===== src/rtl/maquina_bebidas_param.sv =====
// ============================================================================
// Module   : maquina_bebidas_param
// Purpose  : Parametrised multi-channel beverage dispenser controller.
// Revision : 1.0 - initial release
// ============================================================================
`default_nettype none

module maquina_bebidas_param #(
  parameter int N_CH   = 2,
  parameter int DOSE_W = 8,
  parameter int STEP   = 25,
  parameter int CNT_W  = 16
) (
  input  logic                                   clk,
  input  logic                                   reset,
  input  logic                                   inicio,
  input  logic                                   cancelar,
  input  logic [N_CH*DOSE_W-1:0]                 doses,
  output logic [N_CH-1:0]                        valvula,
  output logic [((N_CH > 1) ? $clog2(N_CH) : 1)-1:0] canal,
  output logic [DOSE_W-1:0]                      volume,
  output logic                                   ocupado,
  output logic                                   pronto,
  output logic                                   abortado,
  output logic                                   erro,
  output logic [CNT_W-1:0]                       copos
);

  localparam int CW = (N_CH > 1) ? $clog2(N_CH) : 1;
  localparam logic [DOSE_W:0] C_STEP = (DOSE_W+1)'(STEP);

  localparam logic [1:0] ST_ESPERA   = 2'd0;
  localparam logic [1:0] ST_ENCHENDO = 2'd1;
  localparam logic [1:0] ST_PRONTO   = 2'd2;

  logic [DOSE_W-1:0] w_dose_in [N_CH];
  logic [DOSE_W-1:0] r_dose    [N_CH];
  logic [1:0]        r_state;
  logic [CW-1:0]     r_canal;
  logic [DOSE_W-1:0] r_volume;
  logic [CNT_W-1:0]  r_copos;
  logic              r_erro;
  logic              r_abortado;

  logic              w_any_in;
  logic [CW-1:0]     w_first_ch;
  logic              w_has_next;
  logic [CW-1:0]     w_next_ch;
  logic [DOSE_W-1:0] w_cur_dose;
  logic [DOSE_W:0]   w_rem;
  logic [DOSE_W:0]   w_inc;
  logic [DOSE_W:0]   w_vol_sum;
  logic              w_last;
  logic [N_CH-1:0]   w_valvula;

  for (genvar gi = 0; gi < N_CH; gi++) begin : g_unpack
    assign w_dose_in[gi] = doses[gi*DOSE_W +: DOSE_W];
  end

  // Lowest nonzero channel on the port: descending scan so the smallest index wins.
  always_comb begin
    w_any_in   = 1'b0;
    w_first_ch = '0;
    for (int i = N_CH - 1; i >= 0; i--) begin
      if (w_dose_in[i] != '0) begin
        w_any_in   = 1'b1;
        w_first_ch = CW'(i);
      end
    end
  end

  always_comb begin
    w_has_next = 1'b0;
    w_next_ch  = '0;
    for (int i = N_CH - 1; i >= 0; i--) begin
      if ((CW'(i) > r_canal) && (r_dose[i] != '0)) begin
        w_has_next = 1'b1;
        w_next_ch  = CW'(i);
      end
    end
  end

  // Increment is clipped to the remainder; one extra bit keeps the sum exact.
  always_comb begin
    w_cur_dose = r_dose[r_canal];
    w_rem      = {1'b0, w_cur_dose} - {1'b0, r_volume};
    w_inc      = (w_rem < C_STEP) ? w_rem : C_STEP;
    w_vol_sum  = {1'b0, r_volume} + w_inc;
    w_last     = (w_vol_sum == {1'b0, w_cur_dose});
  end

  always_comb begin
    w_valvula = '0;
    if (r_state == ST_ENCHENDO) begin
      w_valvula[r_canal] = 1'b1;
    end
  end

  always_ff @(posedge clk or posedge reset) begin
    if (reset) begin
      r_state    <= ST_ESPERA;
      r_canal    <= '0;
      r_volume   <= '0;
      r_copos    <= '0;
      r_erro     <= 1'b0;
      r_abortado <= 1'b0;
      for (int i = 0; i < N_CH; i++) begin
        r_dose[i] <= '0;
      end
    end else begin
      r_erro     <= 1'b0;
      r_abortado <= 1'b0;
      case (r_state)
        ST_ESPERA: begin
          if (inicio) begin
            for (int i = 0; i < N_CH; i++) begin
              r_dose[i] <= w_dose_in[i];
            end
            if (!w_any_in) begin
              r_erro <= 1'b1;
            end else begin
              r_canal  <= w_first_ch;
              r_volume <= '0;
              r_state  <= ST_ENCHENDO;
            end
          end
        end
        ST_ENCHENDO: begin
          // Cancel takes priority over any fill progress on the same edge.
          if (cancelar) begin
            r_state    <= ST_ESPERA;
            r_volume   <= '0;
            r_canal    <= '0;
            r_abortado <= 1'b1;
          end else if (w_last) begin
            r_volume <= '0;
            if (w_has_next) begin
              r_canal <= w_next_ch;
            end else begin
              r_canal <= '0;
              r_state <= ST_PRONTO;
              r_copos <= r_copos + 1'b1;
            end
          end else begin
            r_volume <= w_vol_sum[DOSE_W-1:0];
          end
        end
        ST_PRONTO: begin
          r_state <= ST_ESPERA;
        end
        default: begin
          r_state <= ST_ESPERA;
        end
      endcase
    end
  end

  // Reported volume includes the increment being dispensed in the current cycle.
  assign volume   = (r_state == ST_ENCHENDO) ? w_vol_sum[DOSE_W-1:0] : '0;
  assign valvula  = w_valvula;
  assign canal    = r_canal;
  assign ocupado  = (r_state == ST_ENCHENDO) || (r_state == ST_PRONTO);
  assign pronto   = (r_state == ST_PRONTO);
  assign erro     = r_erro;
  assign abortado = r_abortado;
  assign copos    = r_copos;

endmodule

`default_nettype wire

===== config.mk =====
export PLATFORM = sky130hd
export DESIGN_NAME = maquina_bebidas_param
export DESIGN_NICKNAME = d
export VERILOG_FILES = /design/src/rtl/maquina_bebidas_param.sv
export SDC_FILE = /design/constraint.sdc
export NUM_CORES = 1
export LEC_CHECK = 0
export CAP_MARGIN = 20
export CORE_ASPECT_RATIO = 1.25
export CORE_UTILIZATION = 37
export DETAILED_ROUTE_END_ITERATION = 16
export PLACE_DENSITY = 0.71
export SYNTH_ARGS = -nofsm -noshare
export SYNTH_HDL_FRONTEND = slang
export SYNTH_SLANG_ARGS = --single-unit
export TNS_END_PERCENT = 20

===== constraint.sdc =====
create_clock -name clk -period 6.6 [get_ports clk]
set_input_delay 0.99 -clock clk [delete_from_list [all_inputs] [get_ports clk]]
set_output_delay 0.99 -clock clk [all_outputs]
set_load 0.03 [all_outputs]

# Word level (Yosys, flattened, before mapping)
# Index checks and enable logic that the tools add are counted.
[totals] input_bits=20 register_bits=45
[classes] muxes=36 add_sub_neg=3 reduce_logical=15 bitwise_logic=3 n_eq_ne=7 magnitude_cmp=6
[ops] operator="2-to-1 mux 8 bit" n=8
[ops] operator="nonzero test 8 bit" n=4
[ops] operator="2-to-1 mux 1 bit" n=17
[ops] operator="adder 16 x 1 -> 16 bit (second input constant)" n=1
[ops] operator="case mux 8 bit (2 select lines)" n=1
[ops] operator="2-to-1 mux 2 bit" n=6
[ops] operator="AND reduction 4 bit" n=3
[ops] operator="adder 8 x 9 -> 9 bit" n=1
[ops] operator="equality test 9 x 8 -> 1 bit" n=1
[ops] operator="less-than comparator 9 x 5 -> 1 bit (second input constant)" n=1
[ops] operator="2-to-1 mux 9 bit" n=1
[ops] operator="subtractor 8 x 8 -> 9 bit" n=1
[ops] operator="inequality test 3 bit (second input constant)" n=2
[ops] operator="inequality test 2 bit (second input constant)" n=2
[ops] operator="case mux 2 bit (2 select lines)" n=1
[ops] operator="logical AND 1 bit" n=3
[ops] operator="AND reduction 3 bit" n=1
[ops] operator="equality test 2 x 1 -> 1 bit (second input constant)" n=1
[ops] operator="equality test 2 bit (second input constant)" n=1
[ops] operator=">= comparator 2 bit (second input constant)" n=1
[ops] operator="> comparator 1 bit (first input constant)" n=2
[ops] operator="zero test 2 bit" n=1
[ops] operator="less-than comparator 1 x 2 -> 1 bit (second input constant)" n=1
[ops] operator="NOT 1 bit" n=2
[ops] operator="other kinds (7)" n=7

# Longest topological paths before layout
[depth] ltp_word=12 ltp_mapped=23 ltp_nobuf=20

# Worst setup path after synthesis
# Ideal clock, no wire load.
[synth_path] path_type="register to register" from="register r_canal (netlist: canal)" to="register r_copos[5] (netlist: copos[5])" t_required_ns=6.466 setup_slack_ns=1.208 setup_ns=0.134 t_arrival_ns=5.258 path_stages_with_launch=22 period_less_slack_ns=5.392 path_buffers=2 cell_sequence="dfrtp_1 buf_6 mux2i_4 ha_1 inv_1 fa_1 a21o_1 a21oi_1 o21bai_1 a21oi_1 mux2i_1 a21oi_1 and4_1 ha_1 a211oi_2 o21bai_1 a21oi_1 xnor3_1 or4_1 buf_2 or4_4 xnor2_2"
[synth_via] elab_chain_cells=10 elab_cells_between_ends=17 cone_classes="add/sub (2); order compare (3); eq/ne (1); mux (6); bitwise (2); reduce/logical (3)"
[synth_rtl] element="start: declaration" line="39" text="logic [CW-1:0] r_canal;"
[synth_rtl] element="start signal: assignment" line="122" text="r_canal <= w_first_ch;"
[synth_rtl] element="start signal: assignment" line="138" text="r_canal <= w_next_ch;"
[synth_rtl] element="NOT 1 -> 2 bit (not written as such)" line="85" text="w_cur_dose = r_dose[r_canal];"
[synth_rtl] element="2-to-1 mux 8 bit (not written as such) (3 in series)" line="85"
[synth_rtl] element="subtractor 8 x 8 -> 9 bit" line="86" text="w_rem = {1'b0, w_cur_dose} - {1'b0, r_volume};"
[synth_rtl] element="less-than comparator 9 x 5 -> 1 bit" line="87" text="w_inc = (w_rem < C_STEP) ? w_rem : C_STEP;"
[synth_rtl] element="2-to-1 mux 9 bit" line="87"
[synth_rtl] element="adder 8 x 9 -> 9 bit" line="88" text="w_vol_sum = {1'b0, r_volume} + w_inc;"
[synth_rtl] element="equality test 9 x 8 -> 1 bit" line="89" text="w_last = (w_vol_sum == {1'b0, w_cur_dose});"
[synth_rtl] element="AND reduction 4 bit (no line) (*)"
[synth_rtl] element="end signal: assignment" line="142" text="r_copos <= r_copos + 1'b1;"
[synth_rtl] element="end: declaration" line="41" text="logic [CNT_W-1:0] r_copos;"
# Mark *: on every way between the ends. The rest lies on a longest branch, timed or not. The select of a mux whose other input is x is not followed.
# A chain may end at the register's enable or synchronous reset.

# Worst setup path in the final report
[layout_path] from="register r_canal (netlist: canal)" to="output port volume[4]"
[layout_via] elab_chain_cells=9
[layout_rtl] element="NOT 1 -> 2 bit (not written as such) (*)" line="85"
[layout_rtl] element="2-to-1 mux 8 bit (not written as such) (*) (3 in series)" line="85"
[layout_rtl] element="subtractor 8 x 8 -> 9 bit (*)" line="86"
[layout_rtl] element="less-than comparator 9 x 5 -> 1 bit" line="87"
[layout_rtl] element="2-to-1 mux 9 bit (*)" line="87"
[layout_rtl] element="adder 8 x 9 -> 9 bit (*)" line="88"
[layout_rtl] element="2-to-1 mux 8 bit (*)" line="159" text="assign volume = (r_state == ST_ENCHENDO) ? w_vol_sum[DOSE_W-1:0] : '0;"
[layout_rtl] element="end: declaration" line="21" text="output logic [DOSE_W-1:0] volume,"
# Marked as above.

==> tab_implementation.tex <==
\begin{tabular}{lr}
\hline
Metric & Value \\
\hline
\multicolumn{2}{l}{\textbf{Placement}} \\
\quad Placed cell areas & 3600 µm² \\
\quad Number of port buffers & 50 \\
\quad Placer Congestion & 0.841 \\
\quad Final HPWL from detailed placement & 5.15 mm \\
\quad Minimum setup slack after placement & 0.700 ns \\
\multicolumn{2}{l}{\textbf{Setup path}} \\
\quad Critical path class & flop to primary output \\
\quad Endpoint class of the critical path & primary output \\
\quad Req. time, crit path & 5.61 ns \\
\quad Slowest library cell on the worst path & sky130\_fd\_sc\_hd\_\_clkdlybuf4s50\_1 \\
\quad Cells along the critical path & mux2\_2, ha\_1, nor2b\_1, o21ai\_0, a21boi\_0, o21a\_1, or3\_1, a21oi\_1, nand4\_1, ha\_1, fa\_1, a211oi\_1, nor2\_1, xor2\_1, and2\_1, clkdlybuf4s50\_1 \\
\quad Buffers plus inverters on the worst setup path & 1 \\
\quad Worst path top cell family by delay & compound AO/OA/AOI/OAI gates \\
\quad Worst-path maximum fanout & 3 \\
\quad Slowest stage delay, CP & 0.66 ns \\
\quad Data arrival time of the worst path & 5.10 ns \\
\quad Launching element type of the critical path & flop \\
\quad Library cell appearing most often on the critical path & sky130\_fd\_sc\_hd\_\_ha\_1 \\
\multicolumn{2}{l}{\textbf{Yosys}} \\
\quad Proportion of register bits with asynchronous set or reset after synthesis & 1.00 \\
\quad Post-synthesis sequential area ratio & 0.378 \\
\quad Most used DFF post-synth & sky130\_fd\_sc\_hd\_\_dfrtp\_1 \\
\quad Total of warnings raised by yosys & 0 \\
\quad Avg Synthesized Cell Area & 10.4 µm² \\
\quad Yosys cell types & 45 \\
\quad Register bit total from synthesis & 45 \\
\quad Netlist area before placement & 2980 µm² \\
\quad EDFF count, synth & 0 \\
\quad Synthesized netlist cell count & 286 \\
\multicolumn{2}{l}{\textbf{Clocking}} \\
\quad Post-CTS Hold Fix Bufs & 0 \\
\quad Maximum number of buffers from clock root to sink & 2 \\
\quad Clock tree from TritonCTS & done \\
\quad Number of clock buffers inserted by TritonCTS & 5 \\
\quad Clock Sinks & 45 \\
\quad H-tree level count & 2 \\
\quad Clock slew seen by the registers of the worst setup and hold paths & 0.09 ns \\
\quad Cell chosen for the clock root & sky130\_fd\_sc\_hd\_\_clkbuf\_8 \\
\quad Clock insertion delay at the later pin of the skew report & 0.31 ns \\
\multicolumn{2}{l}{\textbf{Global routing}} \\
\quad Largest net degree at the start of global routing & 46 \\
\quad Total Routing Usage GR & 0.178 \\
\quad GRT overflow & 0 \\
\quad First-pass GRT wire length & 11.3 mm \\
\quad Antenna violations before repair & 0 \\
\quad Vias in the first global route & 2355 \\
\multicolumn{2}{l}{\textbf{Hold path}} \\
\quad Worst min path class & flop to flop \\
\multicolumn{2}{l}{\textbf{Power}} \\
\quad Leakage power of the design & 1.62 nW \\
\quad Maximum resistive drop on vdd & 0.255 mV \\
\quad Power density over cell area & 497 nW/µm² \\
\multicolumn{2}{l}{\textbf{Final layout}} \\
\quad Final design instance area without fill & 3690 µm² \\
\quad Number of nets in the layout & 385 \\
\quad Layout overhead on the synthesized area & 23.8\% \\
\quad Fraction of layout instances using a drive strength above 1 & 0.114 \\
\quad Leading cell types in the layout, fill and taps excluded & 49 x sky130\_fd\_sc\_hd\_\_clkdlybuf4s50\_1, 45 x sky130\_fd\_sc\_hd\_\_dfrtp\_1, 23 x sky130\_fd\_sc\_hd\_\_mux2\_2 \\
\quad Diodes inserted & 0 \\
\quad Most frequent standard cell in the layout excluding fill and tap cells & sky130\_fd\_sc\_hd\_\_clkdlybuf4s50\_1 \\
\multicolumn{2}{l}{\textbf{Routing}} \\
\quad Number of remaining DRC errors & 0 \\
\quad Via density & 5.42 \\
\quad First-iteration detailed-routing DRC count & 87 \\
\quad Count of nets left with antenna violations after detail routing & 0 \\
\quad Pre-antenna DRT Iters & 4 \\
\quad Routed wire length & 6.63 mm \\
\quad Average wire length per cell after detail routing & 15.1 µm \\
\quad Top Metal Used & met4 \\
\quad Routed wire length on met2 & 3.43 mm \\
\quad Total via count after detailed routing & 2375 \\
\quad Metal1 wirelength & 2.80 mm \\
\quad Routed met3 length & 215 µm \\
\multicolumn{2}{l}{\textbf{Timing}} \\
\quad Highest achievable clock rate & 164 MHz \\
\quad Total of endpoints with negative setup slack in the final report & 0 \\
\quad Slew of the pin with the lowest slew margin & 0.929 ns \\
\quad Worst slew margin relative to its limit & 0.363 \\
\quad Portion of the clock cycle consumed by the worst path in the final layout & 0.923 \\
\quad Count of final max-slew check failures & 0 \\
\quad Setup repair after global routing missed its margin & false \\
\quad Final sum of negative setup slack & 0 ns \\
\quad Clock skew after layout & 0.00968 ns \\
\quad Number of hold violations in the final report & 0 \\
\quad Min Tclk post-route & 6.09 ns \\
\quad Final Worst Setup Slack & 0.511 ns \\
\multicolumn{2}{l}{\textbf{Floorplanning}} \\
\quad Die Footprint & 8420 µm² \\
\quad Number of placement rows & 36 \\
\quad Floorplan die height & 102 µm \\
\quad Total I/O pin count & 51 \\
\quad Horizontal die dimension & 82.3 µm \\
\quad Core footprint & 7790 µm² \\
\quad Initial Utilization & 0.382 \\
\multicolumn{2}{l}{\textbf{Flow run}} \\
\quad Max-cap violation count & 0 \\
\multicolumn{2}{l}{\textbf{Status}} \\
\quad Status & completed \\
\hline
\end{tabular}
[logic make-up (layout without fill, tap and decap cells)]
logic type	count (synthesis)	count (layout)	synth area share
AOI/OAI and AO/OA	46	46	0.107
xor gates and xnor gates	34	34	0.112
adders and majority gates	23	23	0.102
buffers and inverters	22	77	0.0306
DFF	45	45	0.378
muxes	28	28	0.110
other	1	3	0.00126
and+or+nand+nor	87	87	0.160
[cells in the mapped netlist (6+ instances only)]
master                     n  area share
sky130_fd_sc_hd__dfrtp_1  45        0.38
sky130_fd_sc_hd__xor2_1   18       0.053
sky130_fd_sc_hd__a22o_1    8       0.024
sky130_fd_sc_hd__nand2_1  14       0.018
sky130_fd_sc_hd__nor3_1    9       0.015
sky130_fd_sc_hd__o21ai_0   6       0.010
sky130_fd_sc_hd__nor4_1    9       0.019
sky130_fd_sc_hd__xnor2_1  13       0.038
sky130_fd_sc_hd__and2_1   12       0.025
sky130_fd_sc_hd__inv_1    15       0.019
sky130_fd_sc_hd__nand4_1   9       0.019
sky130_fd_sc_hd__nor2_1   13       0.016
sky130_fd_sc_hd__mux2_2   23       0.087
sky130_fd_sc_hd__ha_1     21       0.088
sky130_fd_sc_hd__a21oi_1  12       0.020
[registers in the layout, indices dropped and copies added, names as in the netlist]
signal / flops
copos: 16
r_dose: 16
r_volume: 8
r_state: 2
abortado: 1
canal: 1
erro: 1
[layout make-up]
cell class,count,area (µm²)
Clock inverter,1,7.51
Inverter,15,56.3
Tap cell,95,119
Sequential cell,45,1130
Timing Repair Buffer,54,533
Fill cell,752,4100
Clock buffer,7,76.3
Multi-Input combinational cell,221,1770
[report_power, final]
part	leakage [nW]	switching (mW)	internal [mW]
logic	0.999	0.680	0.565
clock network	0.0385	0.0953	0.0750
registers	0.583	0.0657	0.352
total	1.62	0.841	0.992
[repair_timing]
action	CTS	global route
resized for setup	0	1
setup endpoints to repair	0	1
setup buffers	0	0
[worst reg2reg max path, cell delays in order (launching register included)]
cell,delay [ns]
sky130_fd_sc_hd__dfrtp_1,0.43
sky130_fd_sc_hd__mux2_2,0.41
sky130_fd_sc_hd__ha_1,0.28
sky130_fd_sc_hd__nor2b_1,0.12
sky130_fd_sc_hd__o21ai_0,0.23
sky130_fd_sc_hd__a21boi_0,0.18
sky130_fd_sc_hd__o21a_1,0.22
sky130_fd_sc_hd__or3_1,0.36
sky130_fd_sc_hd__a21oi_1,0.25
sky130_fd_sc_hd__nand4_1,0.12
sky130_fd_sc_hd__ha_1,0.24
sky130_fd_sc_hd__fa_1,0.41
sky130_fd_sc_hd__xor2_1,0.35
sky130_fd_sc_hd__xor2_1,0.14
sky130_fd_sc_hd__nor4_2,0.23
sky130_fd_sc_hd__o2111ai_1,0.19
sky130_fd_sc_hd__or4_1,0.73
sky130_fd_sc_hd__or4_4,0.61
sky130_fd_sc_hd__xnor2_2,0.14
[final timing paths]
kind,start,end,slack [ns],cells after the start
worst max-delay path,canal,volume[4],0.51,16
worst min-delay path,copos[15],copos[15],0.48,1
worst max register to register,canal,copos[5],0.86,18
worst min register to register,copos[15],copos[15],0.48,1
max in group asynchronous,reset,copos[13],5.07,3
min in group asynchronous,reset,r_dose[9],1.12,3
[per-layer routing]
layer,GRT usage,vias to the layer above
met5,0,-
met1,0.225,1158
met2,0.295,62
met4,0.0810,0
li1,-,1140
met3,0.0313,15
[per-stage QoR]
stage / hold slack [ns] / total power [mW] / util / std cells
finish: 0.479 / 1.83 / 0.473 / 438
global route: 0.496 / 1.99 / 0.473 / 438
CTS: 0.483 / 1.83 / 0.473 / 438
detailed placement: 0.472 / 1.65 / 0.462 / 430
global placement: 0.458 / 1.63 / 0.462 / 430
floorplan: 0.475 / 1.34 / - / 288
Note: power is estimated with default switching activity, not from simulation.
